### src/rtl/oclib_width_downsizer.sv
// Serialises wide words from the upstream FIFO into narrower chunks, LSB chunk first.
// The input handshake is combinational from outReady so consecutive words stream without bubbles.

`ifndef OC_STATIC_ERROR
`define OC_STATIC_ERROR(msg) $error(msg)
`endif

module oclib_width_downsizer #(
  parameter int unsigned InWidth  = 32,
  parameter int unsigned OutWidth = 8
) (
  input  logic                clockOut,
  input  logic                reset,
  input  logic [InWidth-1:0]  inData,
  input  logic                inValid,
  output logic                inReady,
  output logic [OutWidth-1:0] outData,
  output logic                outValid,
  input  logic                outReady,
  output logic                outLast,
  output logic                busy
);

  localparam int unsigned Ratio  = InWidth / OutWidth;
  // Guarded so an illegal Ratio still elaborates far enough to report the error.
  localparam int unsigned CountW = (Ratio > 1) ? $clog2(Ratio) : 1;
  localparam logic [CountW-1:0] LastCount = CountW'(Ratio - 1);

  if ((Ratio < 2) || ((InWidth % OutWidth) != 0)) begin : gen_static_error
    `OC_STATIC_ERROR("oclib_width_downsizer: InWidth must be a multiple (>=2) of OutWidth");
  end

  logic [InWidth-1:0] hold_data_q, hold_data_d;
  logic               hold_valid_q, hold_valid_d;
  logic [CountW-1:0]  chunk_count_q, chunk_count_d;

  logic pop;
  logic last_pop;
  logic accept;

  always_comb begin
    outData  = hold_data_q[OutWidth-1:0];
    outValid = hold_valid_q;
    outLast  = hold_valid_q && (chunk_count_q == LastCount);
    busy     = hold_valid_q;
    pop      = hold_valid_q && outReady;
    last_pop = pop && outLast;
    inReady  = !reset && (!hold_valid_q || last_pop);
    accept   = inValid && inReady;
  end

  always_comb begin
    hold_data_d   = hold_data_q;
    hold_valid_d  = hold_valid_q;
    chunk_count_d = chunk_count_q;
    if (accept) begin
      // Covers a new word landing on the same edge as the previous word's last chunk.
      hold_data_d   = inData;
      hold_valid_d  = 1'b1;
      chunk_count_d = '0;
    end else if (last_pop) begin
      hold_valid_d  = 1'b0;
      chunk_count_d = '0;
    end else if (pop) begin
      hold_data_d   = hold_data_q >> OutWidth;
      chunk_count_d = chunk_count_q + 1'b1;
    end
  end

  always_ff @(posedge clockOut) begin
    if (reset) begin
      hold_data_q   <= '0;
      hold_valid_q  <= 1'b0;
      chunk_count_q <= '0;
    end else begin
      hold_data_q   <= hold_data_d;
      hold_valid_q  <= hold_valid_d;
      chunk_count_q <= chunk_count_d;
    end
  end

endmodule

### config.mk
export PLATFORM = sky130hd
export DESIGN_NAME = oclib_width_downsizer
export DESIGN_NICKNAME = d
export VERILOG_FILES = /design/src/rtl/oclib_width_downsizer.sv
export SDC_FILE = /design/constraint.sdc
export NUM_CORES = 1
export LEC_CHECK = 0
export ABC_CLOCK_PERIOD_IN_PS = 3300
export CAP_MARGIN = 15
export CORE_MARGIN = 2
export CORE_UTILIZATION = 51
export DETAILED_ROUTE_END_ITERATION = 10
export PLACE_DENSITY_LB_ADDON = 0.08
export SYNTH_ARGS = -nofsm -noshare
export SYNTH_HDL_FRONTEND = slang
export SYNTH_SLANG_ARGS = --single-unit
### constraint.sdc
create_clock -name clockOut -period 3.3 [get_ports clockOut]
set_clock_uncertainty 0.1 [all_clocks]
set_input_delay 0.99 -clock clockOut [delete_from_list [all_inputs] [get_ports clockOut]]
set_output_delay 0.99 -clock clockOut [all_outputs]
set_load 0.03 [all_outputs]
# After elaboration in Yosys (flattened, before gate mapping)
# Index checks and enable logic that the tools add are counted.
op_classes:
  n_div: 0
  add_sub_neg: 1
  shift: 0
  n_mul: 0
  magnitude_cmp: 0
  n_mux: 5
  bitwise: 0
  reduce_logical: 12
  eq_ne: 2
op_table:
  columns: ["op", "n"]
  rows:
  - ["two-way mux 32 bit", 3]
  - ["logical AND 1 bit", 5]
  - ["nonzero test 2 bit", 2]
  - ["OR reduction 3 bit", 1]
  - ["adder 2 x 1 -> 2 bit, second input constant", 1]
  - ["equality test 2 bit, second input constant", 1]
  - ["zero test 1 bit", 2]
  - ["two-way mux 1 bit", 2]
  - ["inequality test 2 x 1 -> 1 bit, second input constant", 1]
  - ["AND reduction 2 bit", 1]
  - ["logical OR 1 bit", 1]
totals:
  mem_bits_ro: 0
  mem_bits_rw: 0
  word_cells: 23
  latchBits: 0
  n_memories: 0
  register_bits: 35
  output_inout_bits: 12

# Depth between registers and ports, before layout
logic_depth:
  ltp_word: 8
  ltp_mapped: 6
  depth_no_buf: 4

# Least setup slack after synthesis
# OpenSTA, ideal clock, no wires.
synth_path:
  kind: "input-to-output"
  start: "input reset"
  end: "output inReady"
  path_stages: 3
  arrival_time_ns: 1.764
  slack_ns: 0.446
  path_cell_list: "buf_4 clkbuf_1 nor2_1"
synth_via:
  elab_chain_cells: 2
synth_lines:
  columns: ["item", "line_no", "source"]
  rows:
  - ["start: declaration", "13", "input logic reset,"]
  - ["zero test 1 bit", "48", "inReady = !reset && (!hold_valid_q || last_pop);"]
  - ["logical AND 1 bit", "48", null]
  - ["end: declaration", "16", "output logic inReady,"]
# Every way passes these cells.

# Worst setup path after layout
layout_path:
  start: "input outReady"
  end: "output inReady"
layout_via:
  elab_chain_cells: 4
layout_lines:
  columns: ["item", "line_no", "source"]
  rows:
  - ["start: declaration", "19", "input logic outReady,"]
  - ["logical AND 1 bit", "46", "pop = hold_valid_q && outReady;"]
  - ["logical AND 1 bit", "47", "last_pop = pop && outLast;"]
  - ["logical OR 1 bit", "48", null]
  - ["logical AND 1 bit", "48", null]
# Every way passes these cells.

==> qor.yml <==
run_status:
  outcome: "complete, no violations"
clocking:
  h-tree-depth: 2
  cts_made_buffers: 5
  insertion_delay_ns: 0.34
  cts-root-buf: "clkbuf_4"
  cts_buffer_depth: 2
  cts_tree: "yes"
  clock-sinks: 35
  hold_buffers: 0
  postCtsSetupBuffers: 0
  path_clk_slew_ns: 0.10
  cts_resized: 0
grt:
  grt_overflow: 0
  antenna_found_initial: 0
  grt_pass1_wl_um: 6658
  grt_pass1_vias: 1514
  grt_max_degree: 38
  grt_usage_pct: 21.27
sta:
  final_hold_viol_count: 0
  tns_ns: 0
  rsz0062_at_grt: "false"
  fin_crit_sh_pct: 93.35
  relSlewSlack_pct: 51.19
  finalSetupViolCount: 0
  min_period_ns: 3.081
  drv_slew: 0
  max_freq_mhz: 324.6
  worst_slew_pin_slew_ns: 0.7306
  finalWorstSetupSlack_ns: 0.2193
finish:
  final_common_cell: "nand2_1"
  syn2layout_area_growth_pct: 27.05
  drive_above_1_share_pct: 9.322
  final_nets: 272
  finalInstanceArea_um2: 2192
  layout_common_cells: "nand2_1 (49), clkdlybuf4s50_1 (46), dfxtp_1 (35), nor3_1 (26), a311oi_1 (21)"
  antenna_cells: 0
floorplan:
  fp-row-count: 21
  die_w_um: 62.17
  fp.dieH_um: 62.17
  core_um2: 3284
  ios: 48
  initial_core_util_pct: 52.53
  die_area_um2: 3864
run:
  max_cap_viol_count: 0
drt:
  viasPerCell: 5.511
  dr.pass1.iters: 4
  routed_wl_um: 4063
  antenna_left: 0
  drt_drc_violations_left: 0
  drt_iter0_markers: 83
  num_vias: 1554
  wl_per_cell_um: 14.41
min_path:
  whs_path_depth: 2
  hp-class: "reg -> reg"
placed_design:
  portBuffers: 47
  post-place-ws_ns: 0.2309
  gp_congestion: 0.8219
  dpl-instance-area_um2: 2091
  dpl.hpwl_um: 2671
synthesis:
  synth_area_um2: 1725
  synth_cells: 204
  synth_top_area_share_pct: 40.61
  synth.avg_cell_area_um2: 8.458
  ys_types: 25
  ys_warn_count: 0
  ys_seq_area_share_pct: 40.61
  syn-num-nets: 241
  ys_top_cells_by_area: "dfxtp_1 (41%), a311oi_1 (11%), nand2_1 (11%)"
  synth_top_area_cell: "dfxtp_1"
  synth_seq_cells: 35
worst_setup_path:
  start_kind: "input pin"
  arrival_ns: 1.99
  ff2ff_path_depth: 5
  cp_max_fo: 6
  rrSetupSlack_ns: 1.60
  critPathCaptureType: "primary output"
  crit_required_ns: 2.21
  critPathKind: "in -> out"
pwr:
  cellPowerDensity_nw_per_um2: 464.5
  leakage_uw: 0.0007315
  irDropWorstVdd_uv: 366.6
-- report_power, final --
part / total [µW] / leakage, µW / internal [µW] / switching [µW]
Clock: 382 / 0.0000525 / 236 / 146
Combinational: 174 / 0.000392 / 83.7 / 90.6
Sequential: 462 / 0.000287 / 448 / 13.8
Total: 1020 / 0.000731 / 768 / 250
-- worst max-delay path, stage by stage --
cell             delay (ns)
clkdlybuf4s50_1        0.60
a21boi_4               0.08
nor2_1                 0.14
buf_4                  0.18
-- registers in the layout, indices dropped and copies added (netlist names) --
signal / count
chunk_count_q: 2
hold_data_q: 32
busy: 1
-- through the flow --
| step | total power [µW] | hold slack, ns | util, % | std cells |
|---|---|---|---|---|
| 4_1_cts | 1026 | 0.3910 | 66.74 | 282 |
| 3_5_place_dp | 644.6 | 0.3755 | 63.66 | 274 |
| 3_3_place_gp | 640.5 | 0.3656 | 63.66 | 274 |
| 6_report | 1018 | 0.3886 | 66.74 | 282 |
| 5_1_grt | 1058 | 0.4124 | 66.74 | 282 |
| 2_1_floorplan | 583.7 | 0.3562 | - | 204 |
-- Yosys cell counts --
cell / instances
mux2i_1: 1
nor2b_1: 1
nand2_1: 49
a311oi_2: 3
ha_1: 1
nor3_1: 26
buf_8: 1
a311oi_1: 21
a21boi_4: 1
and2_1: 1
o211ai_1: 8
buf_4: 13
and3b_1: 1
nand2_4: 1
nand3_1: 8
nand2b_1: 1
buf_2: 8
buf_6: 4
nor2_1: 4
nand3b_1: 1
dfxtp_1: 35
a21bo_2: 1
a21oi_1: 9
clkbuf_1: 4
and4b_2: 1
-- cells by family after synthesis --
kind of cell               share of synthesized area (%)
AOI/OAI and AO/OA                                  21.03
adders and majority gates                         0.7250
buffers and inverters                              12.33
DFF                                                40.61
muxes                                             0.5802
and+or+nand+nor                                    24.73
-- final timing paths --
path                                                    start                            to
worst min register to register   hold_data_q[30]$_SDFFE_PP0P_  hold_data_q[22]$_SDFFE_PP0P_
worst min-delay path             hold_data_q[30]$_SDFFE_PP0P_  hold_data_q[22]$_SDFFE_PP0P_
worst max-delay path                                 outReady                       inReady
worst max register to register  chunk_count_q[0]$_SDFFE_PP0P_  hold_data_q[17]$_SDFFE_PP0P_
-- per-layer routing --
| metal | track usage [%] | vias up | routed length (µm) |
|---|---|---|---|
| met5 | 0 | - | 0 |
| met4 | 8.611 | 0 | 52 |
| met3 | 5.616 | 5 | 172 |
| met2 | 37.77 | 33 | 2079 |
| met1 | 24.23 | 730 | 1760 |
| li1 | - | 786 | - |
-- layout make-up --
| class | instances | area [µm²] |
|---|---|---|
| Multi-Input combinational cell | 139 | 812.0 |
| Fill cell | 278 | 1092 |
| Timing Repair Buffer | 54 | 520.5 |
| Clock inverter | 2 | 60.06 |
| Clock buffer | 6 | 41.29 |
| Sequential cell | 35 | 700.7 |
| Tap cell | 46 | 57.56 |
No activity file was read; power rests on OpenSTA's default activity.
